`src/rtl/seq_div_array.sv`:
```
// Iterative radix-2 restoring divider: WIDTH-cycle quotient/remainder with valid/ready handshakes.
// Optional `DIV_SIGNED_EN adds an is_signed input for two's-complement division.
module seq_div_array #(
   parameter int WIDTH = 32
) (
   input  logic             clk,
   input  logic             rst,
   input  logic             in_valid,
   output logic             in_ready,
   input  logic [WIDTH-1:0] dividend_in,
   input  logic [WIDTH-1:0] divisor_in,
`ifdef DIV_SIGNED_EN
   input  logic             is_signed,
`endif
   output logic             out_valid,
   input  logic             out_ready,
   output logic [WIDTH-1:0] quotient,
   output logic [WIDTH-1:0] remainder,
   output logic             div_by_zero
);

   localparam int CNT_W = $clog2(WIDTH + 1);

   typedef enum logic [1:0] {IDLE, CALC, DONE} state_t;

   state_t           state_q, state_d;
   logic [CNT_W-1:0] cnt_q, cnt_d;
   logic [WIDTH-1:0] q_q, q_d;
   logic [WIDTH-1:0] r_q, r_d;
   logic [WIDTH-1:0] d_q, d_d;
   logic             dbz_q, dbz_d;

   logic [WIDTH:0]   r_sh;
   logic [WIDTH:0]   trial;
   logic             fits;
   logic [WIDTH-1:0] r_nx;
   logic [WIDTH-1:0] q_nx;

   logic [WIDTH-1:0] dvd_mag;
   logic [WIDTH-1:0] dvs_mag;

`ifdef DIV_SIGNED_EN
   logic             neg_q_q, neg_q_d;
   logic             neg_r_q, neg_r_d;
   logic             sgn_a, sgn_b;
   logic             ovf;

   function automatic logic [WIDTH-1:0] neg_if(input logic c, input logic [WIDTH-1:0] v);
      return c ? (~v + {{(WIDTH-1){1'b0}}, 1'b1}) : v;
   endfunction
`endif

   // The partial remainder always stays below the divisor, so its extra
   // (WIDTH+1)th bit only ever exists in the shifted trial value.
   always_comb begin
      r_sh  = {r_q, q_q[WIDTH-1]};
      trial = r_sh - {1'b0, d_q};
      fits  = ~trial[WIDTH];
      r_nx  = fits ? trial[WIDTH-1:0] : r_sh[WIDTH-1:0];
      q_nx  = {q_q[WIDTH-2:0], fits};
   end

`ifdef DIV_SIGNED_EN
   always_comb begin
      sgn_a   = is_signed & dividend_in[WIDTH-1];
      sgn_b   = is_signed & divisor_in[WIDTH-1];
      dvd_mag = neg_if(sgn_a, dividend_in);
      dvs_mag = neg_if(sgn_b, divisor_in);
      ovf     = is_signed && (dividend_in == {1'b1, {(WIDTH-1){1'b0}}})
                          && (divisor_in == {WIDTH{1'b1}});
   end
`else
   always_comb begin
      dvd_mag = dividend_in;
      dvs_mag = divisor_in;
   end
`endif

   always_comb begin
      state_d   = state_q;
      cnt_d     = cnt_q;
      q_d       = q_q;
      r_d       = r_q;
      d_d       = d_q;
      dbz_d     = dbz_q;
      in_ready  = 1'b0;
      out_valid = 1'b0;
`ifdef DIV_SIGNED_EN
      neg_q_d   = neg_q_q;
      neg_r_d   = neg_r_q;
`endif
      unique case (state_q)
         IDLE: begin
            in_ready = 1'b1;
            if (in_valid) begin
               if (divisor_in == '0) begin
                  state_d = DONE;
                  q_d     = {WIDTH{1'b1}};
                  r_d     = dividend_in;
                  dbz_d   = 1'b1;
`ifdef DIV_SIGNED_EN
               end else if (ovf) begin
                  state_d = DONE;
                  q_d     = dividend_in;
                  r_d     = '0;
                  dbz_d   = 1'b0;
`endif
               end else begin
                  state_d = CALC;
                  q_d     = dvd_mag;
                  d_d     = dvs_mag;
                  r_d     = '0;
                  cnt_d   = CNT_W'(WIDTH);
                  dbz_d   = 1'b0;
`ifdef DIV_SIGNED_EN
                  neg_q_d = sgn_a ^ sgn_b;
                  neg_r_d = sgn_a;
`endif
               end
            end
         end
         CALC: begin
            cnt_d = cnt_q - CNT_W'(1);
            q_d   = q_nx;
            r_d   = r_nx;
            if (cnt_q == CNT_W'(1)) begin
               state_d = DONE;
`ifdef DIV_SIGNED_EN
               // Sign fix-up folds into the final iteration so DONE costs no extra cycle.
               q_d = neg_if(neg_q_q, q_nx);
               r_d = neg_if(neg_r_q, r_nx);
`endif
            end
         end
         DONE: begin
            out_valid = 1'b1;
            if (out_ready) begin
               state_d = IDLE;
               dbz_d   = 1'b0;
            end
         end
         default: begin
            state_d = IDLE;
         end
      endcase
   end

   always_ff @(posedge clk) begin
      if (rst) begin
         state_q <= IDLE;
         cnt_q   <= '0;
         q_q     <= '0;
         r_q     <= '0;
         d_q     <= '0;
         dbz_q   <= 1'b0;
`ifdef DIV_SIGNED_EN
         neg_q_q <= 1'b0;
         neg_r_q <= 1'b0;
`endif
      end else begin
         state_q <= state_d;
         cnt_q   <= cnt_d;
         q_q     <= q_d;
         r_q     <= r_d;
         d_q     <= d_d;
         dbz_q   <= dbz_d;
`ifdef DIV_SIGNED_EN
         neg_q_q <= neg_q_d;
         neg_r_q <= neg_r_d;
`endif
      end
   end

   assign quotient    = q_q;
   assign remainder   = r_q;
   assign div_by_zero = dbz_q;

endmodule

```
`config.mk`:
```
export PLATFORM = sky130hd
export DESIGN_NAME = seq_div_array
export DESIGN_NICKNAME = d
export VERILOG_FILES = /design/src/rtl/seq_div_array.sv
export SDC_FILE = /design/constraint.sdc
export NUM_CORES = 1
export LEC_CHECK = 0
export CAP_MARGIN = 20
export CORE_MARGIN = 1.5
export CORE_UTILIZATION = 50
export DETAILED_ROUTE_END_ITERATION = 10
export PLACE_DENSITY_LB_ADDON = 0.3
export SLEW_MARGIN = 40
export SYNTH_ARGS = -nofsm -noshare
export SYNTH_HDL_FRONTEND = slang
export SYNTH_SLANG_ARGS = --single-unit
export TNS_END_PERCENT = 30
```
`constraint.sdc`:
```
create_clock -name clk -period 4.75 [get_ports clk]
set_input_delay 0.7125 -clock clk [delete_from_list [all_inputs] [get_ports clk]]
set_output_delay 0.7125 -clock clk [all_outputs]
set_load 0.01 [all_outputs]
```
**Yosys cells after proc, flatten, opt, wreduce, memory -nomap -nowiden**

Cells that the tools add are included.

- Bits in registers: 105
- Logic and storage cells: 47
- Output and inout port bits: 67

- Equal/unequal tests: 7
- Add/subtract/negate cells: 2
- Reduce and logical (&&, ||, !) cells: 9
- Bitwise operators: 2
- Multiplexer cells: 21

Operators with widths:

| kind | number |
|---|---|
| 32-bit 2-to-1 mux | 5 |
| 32-bit one-hot mux with 2 select lines | 2 |
| 33-bit by 32-bit subtractor with 33-bit output | 1 |
| 32-bit logical NOT | 1 |
| 6-bit 2-to-1 mux | 2 |
| 6-bit one-hot mux with 2 select lines | 1 |
| 3-bit AND reduction | 4 |
| 2-bit 2-to-1 mux | 4 |
| 2-bit != test (second input constant) | 4 |
| 6-bit by 1-bit equality test with 1-bit output (second input constant) | 1 |
| 2-bit one-hot mux with 3 select lines | 1 |
| 6-bit by 1-bit subtractor with 6-bit output (second input constant) | 1 |
| 1-bit 2-to-1 mux | 5 |
| 2-bit nonzero test | 2 |
| 2-bit by 1-bit equality test with 1-bit output (second input constant) | 1 |
| 2-bit equality test (second input constant) | 1 |
| 2-bit logical NOT | 1 |
| 1-bit inverter | 2 |
| 1-bit one-hot mux with 2 select lines | 1 |
| 2-bit AND reduction | 1 |

**Longest topological paths before layout**

Gate-level depths: netlist (run 1).

- Depth in word-level cells: 4
- Depth in mapped cells: 14

**Least setup slack after synthesis (run 1)**

Ideal clock, no wire load.

- Path type: register to register
- Start: register q_q[31] (netlist: quotient[31])
- End: register r_q[5] (netlist: remainder[5])
- Setup slack: 1.376 ns
- Buffers on the path: 1
- Data required time: 4.618 ns
- Cell stages (with the launch flop): 15
- Clock period less this slack: 3.374 ns
- Arrival time: 3.243 ns
- Cell sequence: dfxtp_1 inv_1 ha_1 fa_1 nand2b_1 a21oi_2 a2111oi_4 o31ai_4 a31oi_1 a21o_2 xnor2_4 buf_4 mux2_2 a221oi_1 nor3_1

- Cells in the longest elaborated chain, start to end: 3

RTL lines:

| item | RTL line | text |
|---|---|---|
| start, declared | 28 | `logic [WIDTH-1:0] q_q, q_d;` |
| start signal, assigned | 163 | `q_q <= q_d;` |
| 33-bit by 32-bit subtractor with 33-bit output | 57 | `trial = r_sh - {1'b0, d_q};` |
| 32-bit 2-to-1 mux | 59 | `r_nx = fits ? trial[WIDTH-1:0] : r_sh[WIDTH-1:0];` |
| 32-bit one-hot mux with 2 select lines | 92 | `unique case (state_q)` |
| end signal, assigned | 164 | `r_q <= r_d;` |
| end, declared | 29 | `logic [WIDTH-1:0] r_q, r_d;` |

Every way passes these cells.
A chain may end at the register's enable or synchronous reset.

**Worst setup path in the final report (run 1)**

- Start: register q_q[31] (netlist: quotient[31])
- End: register r_q[2] (netlist: remainder[2])

The elaborated chain is that of the path after synthesis.

==> flow_summary.ini, run 1 <==
[setup_path]
r2r_end = remainder[2]
cp.arrival_ns = 3.88
regToRegStartpoint = quotient[31]
cpPeakStageDelay_ns = 0.41
worstSetupPathType = reg2reg
r2r_cells = 14
crit_chain = inv_1 -> ha_1 -> fa_1 -> nand2b_1 -> a21oi_2 -> a2111oi_4 -> o31ai_4 -> a31oi_1 -> a21o_2 -> xnor2_4 -> buf_4 -> mux2_2 -> a221oi_1 -> nor3_1
cpMaxStageDelayCell = fa_1
critPathCaptureType = flip-flop
cp.required_ns = 4.95
worstSetupStartpointType = flip-flop
reg2reg_setup_slack_ns = 1.07
critical_path.max_fanout = 24

[yosys]
synthesis.instances = 830
synth_cell_type_count = 56
synthFlopType = dfxtp_1
yosysSeqAreaShare_pct = 32.9
synth_fa_ha_area_share_pct = 6.96
synth_compound_area_share_pct = 24.6
synthXorXnorAreaFrac_pct = 5.09
synth_edf_count = 0
synth.cell_area_um2 = 6400
ys_async_sr_fraction_pct = 0
ys_ff_latch = 105
avgSynthCellArea_um2 = 7.71
synth_warnings = 0
synth_top_family_by_area = compound AO/OA/AOI/OAI gates
yosys.area_share.simple_pct = 20.8
synth_mux_area_share_pct = 3.64
synth_fp_nets = 933

[clocking]
numCtsBuffers = 9
clkTransAtPathRegs_ns = 0.07
cts_resized = 0
cts_setup_buffers = 0
cts_buffer_depth = 2
hold_buffers = 0
cts-root-buf = clkbuf_16
clock_latency_ns = 0.36
h-tree-depth = 3
cts.sinks = 105
cts_tree = built

[route]
route.vias.total = 6470
routedWlPerCell_um = 16.6
routed_wl_um = 18400
via_per_inst = 5.84
drtAntennaViolNets = 0
drcViolationCount = 0
first_iter_violations = 527
first_pass_iters = 5

[timing]
hold_violations = 0
setup_violations = 0
rsz0062_at_grt = false
finalCritPeriodShare_pct = 77.4
fin_skew_ns = 0.00683
period_needed_ns = 3.68
tightest_slew_ns = 0.813
maxSlewViolCount = 0
finalWorstSetupSlack_ns = 1.07
clock.fmax_mhz = 272
tns_ns = 0
relSlewSlack_pct = 45.8

[finish]
drive_above_1_share_pct = 6.84
final_cell_mix = nand2_1, clkdlybuf4s50_1, dfxtp_1
final_nets = 1035
fill_cells = 1127
syn_to_final_growth_pct = 27.3
final_common_cell = nand2_1
n_antenna_cell = 0
finalNonFillerCells = 1108

[floorplanning]
ios = 135
dieHeight_um = 116
rows = 41
core_area_um2 = 12600
initial_core_util_pct = 50.9
die_x_um = 116
die-area_um2 = 13500

[hold_path]
hold_start = d_q[10]
hold_class = reg2reg
min_to = d_q[10]
whs_path_depth = 2

[power]
max-vdd-ir-drop_v = 0.000442
power.density_nw_per_um2 = 533
leakagePower_nw = 3.15

[global_route]
gr-total-overflow = 0
grt_pass1_wl_um = 30200
track_usage_pct = 28.1
grt_antenna_before_repair = 0
grt_pass1_vias = 6018
grt_max_degree = 109

[place]
gp_congestion = 0.902
place_ws_ns = 1.15
io_buffers = 134
dpl.hpwl_um = 13100
placed_cells = 1093

[status]
status = completed

[run]
maxCapViolCount = 0
power by group:
part           leakage (nW)  internal (mW)  total [mW]  switching [mW]
Clock                 0.144          0.420       0.765           0.346
Sequential            0.865           1.02        1.16           0.141
Combinational          2.14           1.15        2.42            1.27
cells by family after synthesis:
kind of cell | Yosys count
DFF | 105
and+or+nand+nor | 300
buffers and inverters | 99
AOI/OAI and AO/OA | 235
adders and majority gates | 35
xor gates and xnor gates | 35
muxes | 21
cell type report:
cell class / instances / area [um2] / share of cell area [%]
Clock inverter: 5 / 56.3 / 0.691
Inverter: 45 / 169 / 2.07
Tap cell: 172 / 215 / 2.64
Multi-Input combinational cell: 626 / 3940 / 48.3
Timing Repair Buffer: 145 / 1430 / 17.5
Sequential cell: 105 / 2100 / 25.8
Clock buffer: 10 / 239 / 2.93
critical path: cells and delay by family (launching register included):
kind,cells,cell delay [ns]
compound gates,6,1.36
fa+ha+maj,2,0.62
flops,1,0.37
buf+inv,2,0.37
mux,1,0.37
simple gates,2,0.28
xor+xnor,1,0.13
routing by layer:
metal / vias up / track usage [%] / routed length (um)
li1: 3165 / - / -
met1: 3053 / 38.6 / 8430
met2: 220 / 45.0 / 8470
met5: - / 0 / 0
met3: 32 / 3.58 / 1040
met4: 0 / 11.3 / 448
worst max-delay path by stage:
stage          depth (start not counted)  slack [ns]             to         start
2_1_floorplan                         14        1.38   remainder[5]  quotient[31]
3_3_place_gp                          14        1.22  remainder[20]  quotient[31]
3_5_place_dp                          14        1.15   remainder[2]  quotient[31]
4_1_cts                               14        1.10   remainder[2]  quotient[31]
5_1_grt                               14        0.80   remainder[4]  quotient[31]
6_report                              14        1.07   remainder[2]  quotient[31]
registers in the layout, indices dropped and copies added (netlist names):
register,flops
cnt_q,6
d_q,32
div_by_zero,1
quotient,32
remainder,32
state_q,2
cells in the mapped netlist, types with 2 or more instances:
cell | n | area (um2)
or4b_2 | 2 | 20.0
a21o_1 | 12 | 90.1
a221oi_1 | 20 | 175
nand2b_1 | 5 | 31.3
inv_1 | 45 | 169
o21ai_0 | 21 | 105
nand2_1 | 143 | 537
a211oi_1 | 8 | 60.1
dfxtp_1 | 105 | 2100
xor2_1 | 14 | 123
or3_1 | 2 | 12.5
a21oi_2 | 2 | 17.5
o41ai_1 | 3 | 26.3
a31oi_1 | 9 | 56.3
nand3_1 | 7 | 35.0
nor2_1 | 65 | 244
buf_2 | 3 | 15.0
or2_2 | 2 | 12.5
clkbuf_1 | 42 | 158
and2_1 | 6 | 37.5
o21a_1 | 4 | 30.0
nand4_1 | 7 | 43.8
a311oi_1 | 20 | 175
o221ai_1 | 14 | 123
o21bai_1 | 4 | 30.0
o211ai_1 | 4 | 30.0
nor4_1 | 11 | 68.8
xnor2_1 | 20 | 175
buf_1 | 6 | 22.5
or4_1 | 3 | 22.5
nor3_1 | 29 | 145
nor3b_1 | 3 | 22.5
a21oi_1 | 101 | 505
ha_1 | 34 | 425
nor2b_1 | 5 | 31.3
mux2_2 | 18 | 203
and3_1 | 7 | 43.8
a211o_1 | 2 | 17.5
a31o_2 | 3 | 26.3
mux2i_1 | 3 | 30.0
per-stage QoR:
stage	util (%)	hold WS [ns]	total power, mW	cell area, um2
4_1_cts	64.8	0.456	4.32	8140
2_1_floorplan	-	0.436	2.93	6400
6_report	64.8	0.455	4.34	8140
5_1_grt	64.8	0.470	4.63	8140
3_3_place_gp	62.4	0.443	3.52	7840
3_5_place_dp	62.4	0.447	3.55	7850
(Power assumes the default switching activity.)
==> run 2, diff against run 1 <==
Settings changed: CORE_UTILIZATION 50 to 47.
Clock period 4.75 ns to 3.3 ns, I/O delays scaled along.
==> flow_summary.ini, run 2 (same netlist as run 1, synthesis figures left out) <==
[status]
status = completed

[clocking]
cts_tree = built
cts.sinks = 105
numCtsBuffers = 9
clock_latency_ns = 0.36
cts_buffer_depth = 2
hold_buffers = 0
h-tree-depth = 3
cts-root-buf = clkbuf_16
clkTransAtPathRegs_ns = 0.07

[setup_path]
reg2reg_setup_slack_ns = 0.04
r2r_cells = 15
cp.arrival_ns = 3.48
cp.required_ns = 3.52
r2r_end = remainder[18]
worstSetupPathType = reg2reg
regToRegStartpoint = quotient[31]
critPathCaptureType = flip-flop
worstSetupStartpointType = flip-flop
critical_path.max_fanout = 6

[finish]
multi_input_area_um2 = 4120
syn_to_final_growth_pct = 34.2
final_cell_mix = nand2_1, clkdlybuf4s50_1, dfxtp_1
final_nets = 1066
final_common_cell = nand2_1
n_antenna_cell = 0
register_area_um2 = 2100
fin_util_pct = 64.8
fill_cells = 1145
drive_above_1_share_pct = 12.3

[global_route]
gr-total-overflow = 0
grt_pass1_vias = 5998
grt_max_degree = 109
grt_pass1_wl_um = 30600
track_usage_pct = 26.5
grt_antenna_before_repair = 0

[hold_path]
min_to = d_q[9]
whs_path_depth = 2
hold_class = reg2reg
hold_start = d_q[9]

[timing]
whs_ns = 0.454
tightest_slew_ns = 0.894
fin_skew_ns = 0.0101
period_needed_ns = 3.26
hold_violations = 0
maxSlewViolCount = 0
finalCritPeriodShare_pct = 98.7
setup_violations = 0
clock.fmax_mhz = 307
rsz0062_at_grt = true
finalWorstSetupSlack_ns = 0.0417
relSlewSlack_pct = 40.4

[place]
dpl.hpwl_um = 13500
place_ws_ns = -0.0137
gp_congestion = 0.927
io_buffers = 134

[floorplanning]
die-area_um2 = 14300
dieHeight_um = 120
die_x_um = 120
rows = 42
initial_core_util_pct = 48.3
core_area_um2 = 13200
ios = 135

[power]
max-vdd-ir-drop_v = 0.000620
p_int_mw = 4.19
power.density_nw_per_um2 = 810
leakagePower_nw = 3.39
sw_frac_of_total_pct = 39.7
comb_power_share_pct = 61.2
p_sw_mw = 2.76
pwr-share-clk_pct = 15.0
p_seq_share_pct = 23.8

[run]
maxCapViolCount = 0

[route]
routedWlPerCell_um = 16.7
first_iter_violations = 456
route.vias.total = 6571
via_per_inst = 5.74
drcViolationCount = 0
routed_wl_um = 19100
drtAntennaViolNets = 0
first_pass_iters = 5
-- run 2: changes by cell type in the layout (fill, tap and decap cells not counted), sizes merged --
cell	before	now
inv	45	46
clkinv	3	4
bufinv	1	0
clkinvlp	1	0
clkbuf	10	11
buf	12	43
-- run 2: stage by stage --
step	area, um2	total power [mW]	TNS (ns)	std cells
floorplan	6400	4.23	0	830
global placement	8000	5.25	0	1116
detailed placement	8010	5.28	-0.0467	1116
CTS	8290	6.34	0	1132
global route	8580	7.41	-0.916	1144
finish	8580	6.95	0	1144
-- run 2: how the worst max path moves through the flow --
stage	from	endpoint	slack (ns)	depth (start not counted)
2_1_floorplan	quotient[31]	remainder[5]	0.04	14
3_3_place_gp	quotient[31]	remainder[3]	0.02	14
3_5_place_dp	quotient[31]	remainder[2]	-0.01	14
4_1_cts	quotient[31]	remainder[20]	0.03	14
5_1_grt	quotient[31]	remainder[18]	-0.1	15
6_report	quotient[31]	remainder[18]	0.04	15
-- run 2: layout make-up --
cell class                 count  share of cell area (%)
clock buffer                  11                    2.94
clock inverter                 5                   0.335
inverter                      45                    1.97
multi-input combinational    626                    48.0
sequential                   105                    24.5
tap                          176                    2.57
timing repair buffer         176                    19.7
-- run 2: layer usage --
metal	wire length, um	GRT usage, %	vias up
met3	1160	2.90	20
met2	8710	41.7	232
met5	0	0	-
li1	-	-	3235
met1	8930	38.4	3084
met4	269	7.29	0
-- run 2: worst max-delay path, cell delays in order, from the launching register on --
cell and delay [ns]:
dfxtp_2 0.34, inv_2 0.04, ha_4 0.16, fa_2 0.39, nand2b_4 0.16, a21oi_4 0.18, a2111oi_4 0.06, o31ai_4 0.28
a31oi_2 0.13, a21o_2 0.27, xnor2_4 0.23, buf_12 0.16, buf_8 0.12, mux2_4 0.31, a221oi_4 0.25, nor3_2 0.05
-- run 2: power by group through the flow --
stage	Sequential [mW]	Combinational [mW]	Clock (mW)
2_1_floorplan	1.70	2.54	0
3_3_place_gp	1.67	3.58	0
3_5_place_dp	1.67	3.60	0
4_1_cts	1.65	3.64	1.05
5_1_grt	1.68	4.62	1.10
6_report	1.65	4.26	1.04
-- run 2: what timing repair did --
item,4_1_cts,5_1_grt
endpoints found under the setup margin,8,23
resized for setup,1,40
setup buffers,0,12
pin swaps,2,22
